===== src/rtl/decode_stage_pipe.sv =====
// Decode stage: 16-entry register file with optional write-through, operand and
// immediate decode, hazard stalls, branch resolution and one output register.
module decode_stage_pipe #(
  parameter int DATA_W    = 16,
  parameter int BYPASS    = 1,
  parameter int HAZARD_EN = 1
) (
  input  logic              clk,
  input  logic              rst_n,
  input  logic              in_valid,
  output logic              in_ready,
  input  logic [15:0]       in_inst,
  input  logic [DATA_W-1:0] in_pc_next,
  input  logic [2:0]        flags,
  input  logic              wb_we,
  input  logic [3:0]        wb_rd,
  input  logic [DATA_W-1:0] wb_data,
  output logic              out_valid,
  input  logic              out_ready,
  output logic [DATA_W-1:0] out_rs1_data,
  output logic [DATA_W-1:0] out_rs2_data,
  output logic [DATA_W-1:0] out_imm,
  output logic [3:0]        out_rd,
  output logic [3:0]        out_aluop,
  output logic [7:0]        out_ctrl,
  output logic              br_taken,
  output logic [DATA_W-1:0] br_target,
  output logic              halted
);

  localparam logic [3:0] OP_ADD = 4'h0, OP_SUB = 4'h1, OP_XOR = 4'h2, OP_RED = 4'h3;
  localparam logic [3:0] OP_SLL = 4'h4, OP_SRA = 4'h5, OP_ROR = 4'h6, OP_PADDSB = 4'h7;
  localparam logic [3:0] OP_LW  = 4'h8, OP_SW  = 4'h9, OP_LLB = 4'hA, OP_LHB = 4'hB;
  localparam logic [3:0] OP_B   = 4'hC, OP_BR  = 4'hD, OP_PCS = 4'hE, OP_HLT = 4'hF;

  localparam int C_ALUSRC = 7, C_ZEN = 6, C_NVEN = 5, C_MEMEN = 4;
  localparam int C_MEMWR  = 3, C_REGWR = 2, C_MEM2REG = 1, C_PCS = 0;

  function automatic logic [7:0] decode_ctrl(input logic [3:0] op);
    logic [7:0] c;
    c = '0;
    case (op)
      OP_ADD, OP_SUB: begin c[C_ZEN] = 1'b1; c[C_NVEN] = 1'b1; c[C_REGWR] = 1'b1; end
      OP_XOR:         begin c[C_ZEN] = 1'b1; c[C_REGWR] = 1'b1; end
      OP_RED, OP_PADDSB: c[C_REGWR] = 1'b1;
      OP_SLL, OP_SRA, OP_ROR: begin c[C_ALUSRC] = 1'b1; c[C_ZEN] = 1'b1; c[C_REGWR] = 1'b1; end
      OP_LW: begin
        c[C_ALUSRC] = 1'b1; c[C_MEMEN] = 1'b1; c[C_REGWR] = 1'b1; c[C_MEM2REG] = 1'b1;
      end
      OP_SW:          begin c[C_ALUSRC] = 1'b1; c[C_MEMEN] = 1'b1; c[C_MEMWR] = 1'b1; end
      OP_LLB, OP_LHB: begin c[C_ALUSRC] = 1'b1; c[C_REGWR] = 1'b1; end
      OP_PCS:         begin c[C_REGWR] = 1'b1; c[C_PCS] = 1'b1; end
      default: ;
    endcase
    return c;
  endfunction

  function automatic logic [DATA_W-1:0] imm_ext(input logic [15:0] inst);
    case (inst[15:12])
      OP_LW, OP_SW:           return {{(DATA_W-4){inst[3]}}, inst[3:0]};
      OP_SLL, OP_SRA, OP_ROR: return {{(DATA_W-4){1'b0}}, inst[3:0]};
      OP_LLB, OP_LHB:         return {{(DATA_W-8){1'b0}}, inst[7:0]};
      default:                return '0;
    endcase
  endfunction

  // flags are {Z,V,N}
  function automatic logic cond_met(input logic [2:0] cond, input logic [2:0] f);
    case (cond)
      3'd0:    return ~f[2];
      3'd1:    return f[2];
      3'd2:    return ~f[2] & ~f[0];
      3'd3:    return f[0];
      3'd4:    return f[2] | (~f[2] & ~f[0]);
      3'd5:    return f[0] | f[2];
      3'd6:    return f[1];
      default: return 1'b1;
    endcase
  endfunction

  logic [DATA_W-1:0] rf [16];
  logic [3:0]        opc, src1_id, src2_id;
  logic              use1, use2, is_b, is_br, is_branch;
  logic [DATA_W-1:0] rs1_data, rs2_data, b_target;
  logic signed [DATA_W-1:0] b_off;
  logic              stall, advance, accept;

  logic              vld_p1, br_taken_p1, halted_p1;
  logic [DATA_W-1:0] rs1_data_p1, rs2_data_p1, imm_p1, br_target_p1;
  logic [3:0]        rd_p1, aluop_p1;
  logic [7:0]        ctrl_p1;

  assign opc       = in_inst[15:12];
  assign src1_id   = (opc == OP_LLB || opc == OP_LHB) ? in_inst[11:8] : in_inst[7:4];
  assign src2_id   = (opc == OP_SW) ? in_inst[11:8] : in_inst[3:0];
  assign use1      = !(opc inside {OP_B, OP_PCS, OP_HLT});
  assign use2      = opc inside {OP_ADD, OP_SUB, OP_XOR, OP_RED, OP_PADDSB, OP_SW};
  assign is_b      = (opc == OP_B);
  assign is_br     = (opc == OP_BR);
  assign is_branch = is_b | is_br;
  assign b_off     = {{(DATA_W-10){in_inst[8]}}, in_inst[8:0], 1'b0};
  assign b_target  = in_pc_next + $unsigned(b_off);

  always_comb begin
    rs1_data = rf[src1_id];
    rs2_data = rf[src2_id];
    if (BYPASS != 0 && wb_we && wb_rd == src1_id) rs1_data = wb_data;
    if (BYPASS != 0 && wb_we && wb_rd == src2_id) rs2_data = wb_data;
    if (src1_id == 4'd0) rs1_data = '0;
    if (src2_id == 4'd0) rs2_data = '0;
  end

  always_comb begin
    stall = 1'b0;
    if (HAZARD_EN != 0 && vld_p1) begin
      if (aluop_p1 == OP_LW && rd_p1 != 4'd0 &&
          ((use1 && src1_id == rd_p1) || (use2 && src2_id == rd_p1)))
        stall = 1'b1;
      if (is_br && ctrl_p1[C_REGWR] && rd_p1 == in_inst[7:4]) stall = 1'b1;
      if (is_branch && (ctrl_p1[C_ZEN] | ctrl_p1[C_NVEN])) stall = 1'b1;
    end
  end

  assign advance  = ~vld_p1 | out_ready;
  assign in_ready = rst_n & advance & ~stall & ~halted_p1;
  assign accept   = in_valid & in_ready;

  always_ff @(posedge clk) begin
    if (!rst_n) begin
      for (int i = 0; i < 16; i++) rf[i] <= '0;
    end else if (wb_we && wb_rd != 4'd0) begin
      rf[wb_rd] <= wb_data;
    end
  end

  // decode -> p1: output register, branch pulse and halt state
  always_ff @(posedge clk) begin
    if (!rst_n) begin
      vld_p1       <= 1'b0;
      rs1_data_p1  <= '0;
      rs2_data_p1  <= '0;
      imm_p1       <= '0;
      rd_p1        <= '0;
      aluop_p1     <= '0;
      ctrl_p1      <= '0;
      br_taken_p1  <= 1'b0;
      br_target_p1 <= '0;
      halted_p1    <= 1'b0;
    end else begin
      br_taken_p1 <= accept & is_branch & cond_met(in_inst[11:9], flags);
      if (accept && is_branch) br_target_p1 <= is_br ? rs1_data : b_target;
      if (accept && opc == OP_HLT) halted_p1 <= 1'b1;
      if (accept) begin
        vld_p1      <= 1'b1;
        rs1_data_p1 <= rs1_data;
        rs2_data_p1 <= rs2_data;
        imm_p1      <= imm_ext(in_inst);
        rd_p1       <= in_inst[11:8];
        aluop_p1    <= opc;
        ctrl_p1     <= decode_ctrl(opc);
      end else if (advance) begin
        vld_p1 <= 1'b0;
      end
    end
  end

  assign out_valid    = vld_p1;
  assign out_rs1_data = rs1_data_p1;
  assign out_rs2_data = rs2_data_p1;
  assign out_imm      = imm_p1;
  assign out_rd       = rd_p1;
  assign out_aluop    = aluop_p1;
  assign out_ctrl     = ctrl_p1;
  assign br_taken     = br_taken_p1;
  assign br_target    = br_target_p1;
  assign halted       = halted_p1;

endmodule


===== config.mk =====
export PLATFORM = sky130hd
export DESIGN_NAME = decode_stage_pipe
export DESIGN_NICKNAME = d
export VERILOG_FILES = /design/src/rtl/decode_stage_pipe.sv
export SDC_FILE = /design/constraint.sdc
export NUM_CORES = 1
export LEC_CHECK = 0
export ABC_AREA = 1
export ABC_CLOCK_PERIOD_IN_PS = 3200
export BUFFER_PORTS_ARGS = -buffer_cell sky130_fd_sc_hd__buf_2
export CORE_MARGIN = 3
export CORE_UTILIZATION = 60
export DETAILED_ROUTE_END_ITERATION = 12
export MAX_ROUTING_LAYER = met4
export PLACE_DENSITY = 0.8
export SYNTH_ARGS = -nofsm -noshare
export SYNTH_HDL_FRONTEND = slang
export SYNTH_SLANG_ARGS = --single-unit

===== constraint.sdc =====
create_clock -name clk -period 3.2 [get_ports clk]
set_input_delay 0.16 -clock clk [delete_from_list [all_inputs] [get_ports clk]]
set_output_delay 0.16 -clock clk [all_outputs]
set_load 0.01 [all_outputs]

# == After elaboration in Yosys (flattened, before gate mapping) ==
# Memory sizes are Yosys's and may differ from the RTL's.
# Index checks and enable logic that the tools add are counted.
# word_totals
input_bits,60
memories,1
reg_bits,83
mem_bits_rw,256
elab_cells,119
# mem_list
memory,words,width,rd,rd_clocked_by_memory_dff,wr,line_no,text
rf,16,16,2,0,16,81,logic [DATA_W-1:0] rf [16];
# classes
eq_ne,27
n_reduce_logical,32
bitwise,17
n_addsub,1
muxes,31
# op_table
op,n
16-bit two-way mux,6
16-bit case mux with 3 select lines,1
4-bit equality test (second input constant),9
4-bit equality test,5
1-bit two-way mux,20
16-bit adder,1
4-bit by 3-bit equality test with 1-bit output (second input constant),4
16-bit OR reduction,1
1-bit logical AND,12
4-bit zero test,3
4-bit two-way mux,3
12-bit OR reduction,1
3-bit equality test (second input constant),3
4-bit by 2-bit equality test with 1-bit output (second input constant),2
4-bit nonzero test,2
1-bit AND,7
1-bit case mux with 7 select lines,1
7-bit OR reduction,1
3-bit by 2-bit equality test with 1-bit output (second input constant),2
6-bit nonzero test,1
2-bit OR reduction,3
6-bit OR reduction,1
1-bit inverter,5
1-bit OR,5
8 further kinds,9

# == Longest topological paths before layout ==
# Gate-level depths: netlist (run 1).
# logic_depth
ltp_word,17
ltp_mapped,21
ltp_nobuf,18

# == Least setup slack after synthesis (run 1) ==
# Ideal clock, no wire load.
# synth_timing
path_type,input to register
from,input in_inst[13]
to,register rs2_data_p1[12] (netlist: out_rs2_data[12])
setup_time_ns,0.154
path_buffers,3
slack_ns,1.223
t_arrival_ns,1.824
stages,17
path_cell_list,buf_4 inv_1 nand2_2 nor2_4 nand2_1 nand2_1 buf_2 clkbuf_1 nand3_1 nand3_1 nand3_1 nand2_1 nand2_1 o211ai_1 nand2_1 nand2_1 nor2_1
# synth_via
elab_chain_cells,15
word_cells_on_any_way,42
classes_between,eq/ne: 14; mux: 8; bitwise: 5; reduce/logical: 14; memory: 1
# synth_lines
item,line_no,text
from (decl),12,"input logic [15:0] in_inst,"
4-bit equality test,94,assign src1_id = (opc == OP_LLB || opc == OP_LHB) ? in_inst[11:8] : in_inst[7:4];
1-bit logical OR,94,
4-bit two-way mux,94,
4-bit equality test,117,((use1 && src1_id == rd_p1) || (use2 && src2_id == rd_p1)))
1-bit logical AND,117,
1-bit logical OR,117,
1-bit logical AND,116,if (aluop_p1 == OP_LW && rd_p1 != 4'd0 &&
1-bit two-way mux,116,
1-bit two-way mux,119,if (is_br && ctrl_p1[C_REGWR] && rd_p1 == in_inst[7:4]) stall = 1'b1;
1-bit two-way mux,120,if (is_branch && (ctrl_p1[C_ZEN] | ctrl_p1[C_NVEN])) stall = 1'b1;
1-bit two-way mux,115,if (HAZARD_EN != 0 && vld_p1) begin
1-bit inverter,125,assign in_ready = rst_n & advance & ~stall & ~halted_p1;
1-bit AND (2 in series),125,
1-bit AND,126,assign accept = in_valid & in_ready;
to (signal assigned),156,rs2_data_p1 <= rs2_data;
to (decl),89,"logic [DATA_W-1:0] rs1_data_p1, rs2_data_p1, imm_p1, br_target_p1;"
# Parallel ways exist; a longest one is shown, timed or not.
# A chain may end at the register's enable or synchronous reset.

# == Worst setup path after layout (run 1) ==
# layout_timing
from,input in_inst[14]
to,register rs2_data_p1[1] (netlist: out_rs2_data[1])
# The elaborated chain is that of the path after synthesis.

==> results of run 1 <==
## cells by family after synthesis
group	count (synthesis)	share of synthesized area
simple gates	1406	0.311
buf+inv	351	0.0773
flops	332	0.494
compound gates	307	0.100
xor+xnor	15	0.00704
fa+ha+maj	15	0.0105
other cells	1	0.000201
## cells in the final DEF (no fill, tap or decap), types with 7 or more instances in the layout
| master | n |
|---|---|
| conb_1 | 16 |
| clkbuf_1 | 9 |
| a31oi_1 | 26 |
| nand4_1 | 15 |
| ha_1 | 14 |
| a21oi_1 | 97 |
| nor2_1 | 356 |
| o21ai_0 | 56 |
| edfxtp_1 | 256 |
| buf_12 | 12 |
| nand2_1 | 700 |
| clkinv_1 | 19 |
| nor3_1 | 7 |
| o21ai_1 | 9 |
| inv_2 | 9 |
| inv_1 | 163 |
| xor2_1 | 9 |
| nand3_1 | 301 |
| clkbuf_16 | 38 |
| dfxtp_1 | 76 |
| o211ai_1 | 97 |
| buf_2 | 143 |
| buf_4 | 57 |
## flip-flops by register name (all words and copies together) (netlist names), 4 cells and up
signal / flops
out_imm: 9
out_aluop: 4
rf: 256
br_target: 16
out_rd: 4
out_ctrl: 8
out_rs1_data: 16
out_rs2_data: 16
## tightest hold or removal path: stages
cell	delay [ns]
buf_2	0.09
nor2_1	0.06
o21a_1	0.17
## stage by stage
step / cell area (µm²) / setup WS [ns] / utilization
3_3_place_gp: 19900 / 0.483 / 0.660
3_5_place_dp: 19900 / 0.393 / 0.660
2_1_floorplan: 18700 / 1.22 / -
6_report: 21000 / 0.211 / 0.699
5_1_grt: 21000 / 0.0358 / 0.699
4_1_cts: 21000 / 0.371 / 0.699
## final cells by class
class                      count  area (µm²)
sequential                   332        9210
fill                        2417        9070
multi-input combinational   1759        8110
timing repair buffer         215        1410
clock buffer                  47         985
inverter                     181         679
tap                          390         488
clock inverter                21         150
antenna                        2        5.00
## worst paths after layout
check	end	startpoint	slack (ns)	cells after the start
hold reg to reg	out_rs2_data[15]$_SDFFE_PN0N_	out_rs2_data[15]$_SDFFE_PN0N_	0.44	2
hold / removal	out_valid$_SDFFE_PN0P_	out_ready	0.006	3
setup / recovery	out_rs2_data[1]$_SDFFE_PN0N_	in_inst[14]	0.21	15
setup reg to reg	out_imm[5]$_SDFFE_PN0N_	out_rd[1]$_SDFFE_PN0N_	0.75	12
## layer usage
metal | vias to the layer above | global-route usage
li1 | 8260 | -
met3 | 269 | 0.103
met2 | 1587 | 0.627
met4 | 0 | 0.166
met5 | - | -
met1 | 8612 | 0.547
## power breakdown
group / internal, mW / switching, mW / total, mW
clock: 2.27 / 1.78 / 4.06
combinational: 0.581 / 1.44 / 2.02
sequential: 4.89 / 0.148 / 5.04
==> impl_results.md, run 1 <==
* Status: finished, final reports clean
* Count of TritonRoute iterations in the first routing pass at 8
* WS Path Type: in -> reg
* Worst-path clk slew at 0.06 ns
* Clock skew at 0.0309 ns
* Via/cell ratio at 6.35
* Critical Path RT at 3.59 ns
* Cell family with most CP delay: simple AND/OR/NAND/NOR gates
* Synthesis-to-finish area growth at 12.8%
* Synthesized instance count at 2427
* Crit path max fanout at 14
* Metal3 WL at 10.8 mm
* Die width at 182 µm
* WL met1 at 24.5 mm
* Synth area leaders: edfxtp_1, nand2_1, dfxtp_1
* Total Routing Usage GR at 0.417
* Leakage at 9.28 nW
* Post-synthesis sequential area ratio at 0.494
* CP peak stage delay at 0.74 ns
* Grt total ovfl at 0
* Hold_buf cts at 3
* Die H at 182 µm
* Post-Syn Area at 18700 µm²
* Antenna viol nets, final at 0
* Max-cap viol count at 0
* Ys Warns at 0
* Main synth FF type: edfxtp_1
* Port-buffer cells at 143
* Post-CTS sizing at 0
* IO Pins at 144
* Count leader, synth: nand2_1
* Startpoint types: input pin
* Largest net degree at the start of global routing at 67
* Top Layer Used: met4
* Post-Place Cells at 2874
* Final Setup Violations at 0
* Post-route clock period utilization at 0.934
* Htree depth at 2
* CTS root buffer: clkbuf_16
* Min Tclk post-route at 2.99 ns
* Hpwl dp at 46.9 mm
* Async SR Flop Fraction at 0
* Initial Utilization at 0.620
* Share of layout cells above drive strength 1 at 0.116
* NumNets Final at 2601
* Worst Hold Class: in -> reg
* Final hold vios at 0
* Post-synth top area share at 0.412
* Crit. End Element: flip-flop
* Final Slew Violations at 0
* Setup Fix Bufs, Post-CTS at 0
* Slowest CP cell: nor2_1
* Residual DRC at 0
* Crit path cell chain: dlygate4sd3_1 > buf_2 > inv_2 > nand2_1 > nor2_4 > nand2_1 > nand2_2 > inv_2 > nor2_1 > nand3_1 > buf_4 > inv_1 > a21oi_1 > a21oi_1 > nor3_1
* Routability cong. at 1.06
* Num CTS Buffers at 37
* Min Hold Slack at 0.00578 ns
* TritonCTS clock tree: yes
* Post-synth EDFFs at 256
* First-pass GRT wire length at 103 mm
* Die area at 33200 µm²
* Mapped Avg Cell Area at 7.69 µm²
* Starting DRT DRC Count at 3163
* Worst-Margin Slew at 1.09 ns
* Initial antenna violation count at 2
* Leading area contributor after synthesis: edfxtp_1
* CORE AREA at 30100 µm²
* WL per Instance at 23.5 µm
* P per Cell Area at 528 nW/µm²
* Met2 routed WL at 30.8 mm
* Synth top cells by count: nand2_1, nor2_1, nand3_1
* Max clock buf depth at 3
* Slew headroom at 0.270
* Critical Path AT at 3.38 ns
* Site Rows at 63
* Total length of routed wires at 69.4 mm
* Clk sink count at 332
* Critical path buffers and inverters at 6
* Pwr Total at 11.1 mW
* Number of global-route vias before repair at 17200
* Sum Neg Setup Slack at 0 ns
* Distinct cells, synth at 42
* Vias post-DR at 18700
* Fmax at 0.335 GHz
* RSZ-0062 raised after global routing: false
* Max IR drop VDD at 0.000498 V
* Yosys reg bits at 332
* Final cell count without fillers at 2947
* Clock Latency Late Sink at 0.55 ns
No activity file was read; power rests on OpenSTA's default activity.
==> run 2, diff against run 1 <==
- MAX_ROUTING_LAYER: met4 -> not set
==> run 2 against run 1 <==
First-iteration DRC count decreased by 8.2%. Clock power rose by 2%. Non-clock buffer count down 4. Power up 0.33%. Sequential cell count unchanged. Via count is 0.67% lower. Critical endpoint is now br_target[7]$_SDFFE_PN0P_. Largest power group unchanged. Highest routed layer is now met5.
==> impl_results.md, run 2 (synthesis results as in run 1) <==
* WL per Instance at 22.9 µm (-2.5%)
* Share of layout cells above drive strength 1 at 0.116 (-0.000165)
* Antenna viol nets, final at 0 (unchanged)
* Startpoint types: input pin
* Leakage at 9.26 nW (-0.16%)
* Number of global-route vias before repair at 17400 (+1.2%)
* Worst-path clk slew at 0.06 ns (about the same)
* Die area at 33200 µm² (unchanged)
* Grt total ovfl at 0 (unchanged)
* Post-route clock period utilization at 0.943 (+0.00857)
* Final hold vios at 0 (unchanged)
* Residual DRC at 0 (unchanged)
* Critical Path RT at 3.65 ns (+0.06 ns)
* Post-Place Setup Slack at 0.221 ns (-0.171 ns)
* Total Routing Usage GR at 0.395 (-0.0218)
* Final cell count without fillers at 2940 (-0.24%)
* Sum Neg Setup Slack at 0 ns (unchanged)
* Starting DRT DRC Count at 2904 (-8.2%)
* Htree depth at 2 (unchanged)
* WS Path Type: in -> reg
* Clock skew at 0.0207 ns (-0.0102 ns)
* Status: finished, final reports clean
* Hpwl dp at 45.6 mm (-2.9%)
* Site Rows at 63 (unchanged)
* IO Pins at 144 (unchanged)
* Setup Fix Bufs, Post-CTS at 0 (unchanged)
* Min Hold Slack at 0.0124 ns (+0.00661 ns)
* Commonest non-fill, non-tap cell in the layout: nand2_1
* P per Cell Area at 531 nW/µm² (+0.52%)
* Max-cap viol count at 0 (unchanged)
* Port-buffer cells at 143 (unchanged)
* Synthesis-to-finish area growth at 12.6%
* Cell internal pwr at 7.83 mW (+1.0%)
* Crit. End Element: flip-flop
* Max reg flops at 256 (unchanged)
* Net Switching at 3.33 mW (-1.3%)
* FILL cells at 2412 (-0.21%)
* Min Tclk post-route at 3.02 ns (+0.0274 ns)
* Crit path max fanout at 33 (+19)
* Most frequent cells in the layout: nand2_1, nor2_1, nand3_1, edfxtp_1, inv_1
* Post-Place Cells at 2871 (-0.10%)
* Seq pwr share at 0.451 (-0.002)
* Diode count at 0 (-2)
* First-pass GRT wire length at 101 mm (-1.7%)
* Max clock buf depth at 3 (unchanged)
* Placed Area at 19800 µm² (-0.24%)
* Combinational power share at 0.179 (-0.003)
* CTS root buffer: clkbuf_16
* Setup slack after layout at 0.184 ns (-0.0274 ns)
* Routability cong. at 0.958 (-9.8%)
* Initial Utilization at 0.620 (unchanged)
* Design Area, Final at 21000 µm² (-0.19%)
* RSZ-0062 raised after global routing: false
* Most flops, register: rf
* Final Slew Violations at 0 (unchanged)
* Total length of routed wires at 67.5 mm (-2.8%)
* Max IR drop VDD at 0.000527 V (+5.8%)
* Die width at 182 µm (unchanged)
* Via/cell ratio at 6.33 (-0.43%)
* Worst Hold Class: in -> reg
* Fmax at 0.332 GHz (-0.91%)
* Slew headroom at 0.310 (+0.0405)
* Clock group share of total power at 0.370 (+0.005)
* Num CTS Buffers at 37 (unchanged)
* NumNets Final at 2598 (-0.12%)
* Initial antenna violation count at 1 (-1)
* CORE AREA at 30100 µm² (unchanged)
* Worst-Margin Slew at 1.03 ns (-0.0606 ns)
* Clk sink count at 332 (unchanged)
* Die H at 182 µm (unchanged)
* Final Setup Violations at 0 (unchanged)
* Sw Ratio at 0.298 (-0.00481)
* Largest net degree at the start of global routing at 60 (-10%)
* Clock Latency Late Sink at 0.54 ns (about the same)
* Vias post-DR at 18600 (-0.67%)
* Critical Path AT at 3.46 ns (+0.08 ns)
* Count of TritonRoute iterations in the first routing pass at 8 (unchanged)
* TritonCTS clock tree: yes
## run 2: cell count changes in the layout (fill, tap and decap cells not counted), moves of 2 or more
cell / change
buf_12: -2
clkinv_1: -5
clkbuf_1: +2
clkinv_2: -2
clkbuf_8: +2
diode_2: -2
## run 2: stage by stage
step,utilization,power (mW)
after floorplan,-,6.27
after global placement,0.658,6.97
after detailed placement,0.658,7.02
after CTS,0.697,11.0
after global routing,0.697,11.5
final,0.697,11.2
## run 2: repair_timing
item | 4_1_cts | 5_1_grt
hold buffers | 2 | 0
gates resized for setup | 0 | 2
endpoints found under the hold margin | 2 | 0
endpoints found under the setup margin | 0 | 5
## run 2: layout make-up
class                      instances  area (µm²)  share of cell area
timing repair buffer             211        1360              0.0646
inverter                         181         682              0.0325
clock inverter                    16         151             0.00721
sequential                       332        9210               0.438
tap                              390         488              0.0232
clock buffer                      50         995              0.0474
multi-input combinational       1760        8120               0.387
## run 2: critical path, stage by stage
cell and delay (ns):
dlygate4sd3_1 0.53, buf_2 0.16, inv_2 0.09, nand3_4 0.28, o21ai_4 0.61, buf_12 0.29
buf_4 0.21, nand2_1 0.06, o211ai_1 0.09, nand2_1 0.09, nor2_1 0.23, nor2_1 0.08
nand2_1 0.12, nand3_1 0.13, nand2_1 0.10, nand2_1 0.06, a21oi_1 0.14
## run 2: metal layers
metal | share of wire | routed length, µm | track usage | vias up
li1 | - | - | - | 8245
met1 | 0.36 | 24100 | 0.524 | 8582
met2 | 0.44 | 29900 | 0.621 | 1504
met3 | 0.15 | 9830 | 0.0967 | 270
met4 | 0.054 | 3610 | 0.174 | 2
met5 | 0.00019 | 13 | 0.00148 | -
## run 2: path summary, 6_finish.rpt
check,from,to,slack (ns),cells past startpoint
hold reg to reg,out_rs2_data[15]$_SDFFE_PN0N_,out_rs2_data[15]$_SDFFE_PN0N_,0.45,2
setup / recovery,in_inst[14],br_target[7]$_SDFFE_PN0P_,0.18,17
hold / removal,in_inst[15],out_aluop[3]$_SDFFE_PN0N_,0.01,3
setup reg to reg,out_rd[0]$_SDFFE_PN0N_,br_target[6]$_SDFFE_PN0P_,0.81,14
## run 2: power by group through the flow
stage	registers, mW	logic (mW)	clock network (mW)
2_1_floorplan	5.09	1.18	0
3_3_place_gp	5.10	1.88	0
3_5_place_dp	5.11	1.91	0
4_1_cts	5.02	1.92	4.11
5_1_grt	5.05	2.14	4.28
6_report	5.03	2.00	4.13
